### config.mk
export PLATFORM = sky130hd
export DESIGN_NAME = bin2bcd_funcmod
export DESIGN_NICKNAME = d
export VERILOG_FILES = /design/src/rtl/smg_pkg.sv /design/src/rtl/bcd_add3_immdmod.sv /design/src/rtl/bin2bcd_funcmod.sv
export SDC_FILE = /design/constraint.sdc
export NUM_CORES = 1
export LEC_CHECK = 0
export ABC_CLOCK_PERIOD_IN_PS = 2000
export BUFFER_PORTS_ARGS = -buffer_cell sky130_fd_sc_hd__buf_2
export CELL_PAD_IN_SITES_DETAIL_PLACEMENT = 0
export CELL_PAD_IN_SITES_GLOBAL_PLACEMENT = 1
export CORE_ASPECT_RATIO = 0.5
export CORE_MARGIN = 2
export CORE_UTILIZATION = 40
export DETAILED_ROUTE_END_ITERATION = 7
export PLACE_DENSITY = 0.68
export SYNTH_ARGS = -nofsm -noshare
export SYNTH_HDL_FRONTEND = slang
export SYNTH_SLANG_ARGS = --single-unit
### constraint.sdc
create_clock -name CLOCK -period 2 [get_ports CLOCK]
set_input_delay 0.3 -clock CLOCK [delete_from_list [all_inputs] [get_ports CLOCK]]
set_output_delay 0.3 -clock CLOCK [all_outputs]
set_load 0.01 [all_outputs]
### src/rtl/smg_pkg.sv
// smg_pkg: shared widths, clamp value and converter state encoding for the display path.
package smg_pkg;
   localparam int BIN_W   = 20;
   localparam int DIGITS  = 6;
   localparam int MAX_VAL = 999999;
   typedef enum logic [1:0] {
      ST_IDLE  = 2'd0,
      ST_SHIFT = 2'd1,
      ST_DONE  = 2'd2
   } state_e;
endpackage

### src/rtl/bcd_add3_immdmod.sv
// bcd_add3_immdmod: double-dabble digit correction, adds 3 to a nibble of 5 or more.
module bcd_add3_immdmod (
   input  logic [3:0] in_i,
   output logic [3:0] out_o
);
   assign out_o = (in_i >= 4'd5) ? in_i + 4'd3 : in_i;
endmodule

### src/rtl/bin2bcd_funcmod.sv
// bin2bcd_funcmod: clamped binary-to-BCD converter, one double-dabble shift per clock.
// oData only changes on the oDone cycle so the downstream display never sees partial values.
module bin2bcd_funcmod
   import smg_pkg::*;
#(
   parameter int BIN_W   = smg_pkg::BIN_W,
   parameter int DIGITS  = smg_pkg::DIGITS,
   parameter int MAX_VAL = smg_pkg::MAX_VAL
) (
   input  logic                  CLOCK,
   input  logic                  RESET,
   input  logic                  iStart,
   input  logic [BIN_W-1:0]      iBin,
   output logic [4*DIGITS-1:0]   oData,
   output logic                  oDone,
   output logic                  oBusy,
   output logic                  oOver
);
   localparam int BCD_W = 4 * DIGITS;
   localparam int CNT_W = $clog2(BIN_W);
   localparam logic [BIN_W-1:0] MAX_B = BIN_W'(MAX_VAL);
   localparam logic [CNT_W-1:0] LAST  = CNT_W'(BIN_W - 1);

   state_e             state_q;
   logic [CNT_W-1:0]   cnt_q;
   logic [BIN_W-1:0]   bin_q;
   logic [BCD_W-1:0]   bcd_q, adj;
   logic [BCD_W-1:0]   data_q;
   logic               done_q, busy_q, over_q, over_cap_q;
   logic [BCD_W+BIN_W-1:0] shift_d;
   logic               over_d;

   for (genvar g = 0; g < DIGITS; g++) begin : g_add3
      bcd_add3_immdmod u_add3 (.in_i(bcd_q[4*g +: 4]), .out_o(adj[4*g +: 4]));
   end

   assign shift_d = {adj, bin_q} << 1;
   assign over_d  = iBin > MAX_B;

   always_ff @(posedge CLOCK or negedge RESET) begin
      if (!RESET) begin
         state_q    <= ST_IDLE;
         cnt_q      <= '0;
         bin_q      <= '0;
         bcd_q      <= '0;
         data_q     <= '0;
         done_q     <= 1'b0;
         busy_q     <= 1'b0;
         over_q     <= 1'b0;
         over_cap_q <= 1'b0;
      end else begin
         done_q <= 1'b0;
         case (state_q)
            ST_IDLE: if (iStart) begin
               bin_q      <= over_d ? MAX_B : iBin;
               bcd_q      <= '0;
               cnt_q      <= '0;
               over_cap_q <= over_d;
               busy_q     <= 1'b1;
               state_q    <= ST_SHIFT;
            end
            ST_SHIFT: begin
               {bcd_q, bin_q} <= shift_d;
               cnt_q          <= cnt_q + 1'b1;
               if (cnt_q == LAST) state_q <= ST_DONE;
            end
            ST_DONE: begin
               data_q  <= bcd_q;
               over_q  <= over_cap_q;
               done_q  <= 1'b1;
               busy_q  <= 1'b0;
               state_q <= ST_IDLE;
            end
            default: state_q <= ST_IDLE;
         endcase
      end
   end

   assign oData = data_q;
   assign oDone = done_q;
   assign oBusy = busy_q;
   assign oOver = over_q;
endmodule

==> flow_summary.json <==
{
  "grtUsageTotal": 0.165,
  "drt_pass1_iterations": 4,
  "num_vias": 2627,
  "cts.sinks": 79,
  "rsz0062_at_grt": "false",
  "antenna_found_initial": 0,
  "grt-ovfl-total": 0,
  "critPathMaxFanout": 4,
  "r2r-start": "bcd_q[16]",
  "slew_violations": 0,
  "start_kind": "flop",
  "root_buffer": "clkbuf_16",
  "htree_levels": 3,
  "hpwlAfterDp_mm": 5.05,
  "leakagePower_nw": 2.01,
  "worst_slew_pin_slew_ns": 0.794,
  "synth_seq_cells": 79,
  "insertion_delay_ns": 0.34,
  "power_density_nw_per_um2": 1580,
  "yosysWarnings": 0,
  "io_buffers": 49,
  "io_pins": 50,
  "max_slew_margin": 0.469,
  "r2r_slack_ns": 0.30,
  "crit_arrival_ns": 1.96,
  "grt_pass1_wl_mm": 12.9,
  "hold_depth": 2,
  "layout_common_cells": "dfrtp_1 (79), buf_2 (48), nand2_1 (35)",
  "synthArstFlopShare": 1.00,
  "min_path_type": "in -> reg",
  "path_class": "reg -> reg",
  "routed_via_density": 5.18,
  "antenna_left": 0,
  "maxCapViolations": 0,
  "cts_tree": "done",
  "drt-initial-drc-count": 159,
  "initial_utilization": 0.414,
  "setup-violations-final": 0,
  "synthesis.area_um2": 3630,
  "min-delay-start": "iBin[10]",
  "status": "finished, final reports clean",
  "final_common_cell": "dfrtp_1",
  "route.detailed.drc": 0,
  "finalHoldViolCount": 0,
  "wl_per_cell_um": 14.9,
  "critPathRequiredTime_ns": 2.26,
  "core-area_um2": 8770,
  "r2r_cells": 6,
  "vdd_drop_max_v": 0.000568,
  "cpPeakStageDelay_ns": 0.41,
  "dieArea_um2": 9890,
  "drt-total-wl_mm": 7.53,
  "crit_path_start": "bcd_q[16]",
  "cts_buffers": 9,
  "crit_slowest_cell": "dfrtp_1",
  "syn_inst": 334,
  "yosys_most_used_dff": "dfrtp_1",
  "end_kind": "flop",
  "n_antenna_cell": 0,
  "synth.distinct_cells": 42,
  "layout_setup_ws_ns": 0.303,
  "fmax_ghz": 0.589,
  "cts_max_path_buffers": 2,
  "drive_above_1_share": 0.246,
  "fin_setup_tns_ns": 0,
  "synthesis.nets": 370,
  "fp.dieW_um": 139,
  "pre_cts_ws_ns": 0.313,
  "period_needed_ns": 1.70,
  "final.setup_skew_ns": 0.00902,
  "grt_pass1_vias": 2654,
  "crit_chain": "inv_1 -> ha_1 -> nand2b_1 -> a21oi_1 -> mux2_2 -> o21ai_0",
  "die_h_um": 71.3,
  "synth_enable_flop_cells": 0,
  "area_delta_synth_final_pct": 19.3,
  "nets": 421,
  "clkTransAtPathRegs_ns": 0.06,
  "cts_resized": 0,
  "ys_seq_area_frac": 0.545,
  "rows": 24,
  "fin_crit_sh": 0.848,
  "grt_max_degree": 50,
  "gp_congestion": 0.755,
  "avgSynthCellArea_um2": 10.9
}
[layout make-up]
class | count | area (um2)
Fill cell | 807 | 4440
Multi-Input combinational cell | 219 | 1500
Sequential cell | 79 | 1980
Clock buffer | 12 | 256
Clock inverter | 4 | 28.8
Tap cell | 117 | 146
Timing Repair Buffer | 59 | 350
Inverter | 17 | 63.8
[critical path: cells and delay by family (launching register included)]
family	cells	cell delay, ns
compound gates	2	0.44
flops	1	0.41
mux	1	0.37
fa+ha+maj	1	0.21
buf+inv	1	0.11
simple gates	1	0.07
[logic make-up (layout without fill, tap and decap cells)]
kind of cell             count (synthesis)  in the layout  synth area share
AO/OA/AOI/OAI                           96             96             0.176
XOR/XNOR                                11             11            0.0266
adder cells (fa/ha/maj)                 13             13            0.0449
buffers and inverters                   36             92            0.0411
flip-flops                              79             79             0.545
multiplexers                            19             19            0.0587
AND/OR/NAND/NOR                         80             80             0.108
[Yosys cell counts, types with 5 or more instances]
| library cell | count | area, um2 |
|---|---|---|
| o21a_1 | 7 | 52.6 |
| dfrtp_1 | 79 | 1980 |
| o21ai_0 | 34 | 170 |
| o31ai_1 | 13 | 97.6 |
| nand3_1 | 20 | 100 |
| nand2_1 | 35 | 131 |
| xor2_1 | 5 | 43.8 |
| nand2b_1 | 8 | 50.1 |
| mux2_2 | 18 | 203 |
| nor2_1 | 6 | 22.5 |
| xnor2_1 | 6 | 52.6 |
| a32o_1 | 6 | 60.1 |
| inv_1 | 17 | 63.8 |
| a21oi_1 | 6 | 30.0 |
| clkbuf_1 | 13 | 48.8 |
| o22a_1 | 7 | 61.3 |
| a22oi_1 | 5 | 37.5 |
| ha_1 | 13 | 163 |
[power by group]
part	leakage, nW	internal, mW	total, mW	switching [mW]
logic	0.895	1.21	2.50	1.29
registers	0.976	2.30	2.78	0.474
clock network	0.135	0.911	1.57	0.657
total	2.01	4.42	6.85	2.43
[final timing paths]
kind                        endpoint
max                        bcd_q[18]
min                        bin_q[10]
max reg2reg                bcd_q[18]
min reg2reg                oData[20]
max in group asynchronous  oData[21]
min in group asynchronous  bin_q[15]
[per-stage QoR]
stage           util  hold WS, ns  total power, mW  instance area, um2  std cells
2_1_floorplan      -      0.00441             4.55                3630        334
3_3_place_gp   0.460        0.263             5.23                4030        490
3_5_place_dp   0.460        0.278             5.34                4030        490
4_1_cts        0.493        0.164             6.93                4330        507
5_1_grt        0.493        0.177             7.41                4330        507
6_report       0.493        0.171             6.85                4330        507
[per-layer routing]
metal	up-vias	global-route usage	wire (um)
li1	1293	-	-
met1	1263	0.214	3680
met2	60	0.267	3380
met3	11	0.0461	357
met4	0	0.0662	114
met5	-	0	0
[registers in the layout (all words and copies together) (netlist names)]
name and flops:
over_cap_q 1, oOver 1, oData 24, oBusy 1, cnt_q 5, bin_q 20
bcd_q 24, state_q 2, oDone 1
[repair_timing]
item                                   4_1_cts  5_1_grt
hold buffers                                 1        0
endpoints found under the hold margin       30        0
setup buffers                                0        0
No activity file was read; power rests on OpenSTA's default activity.
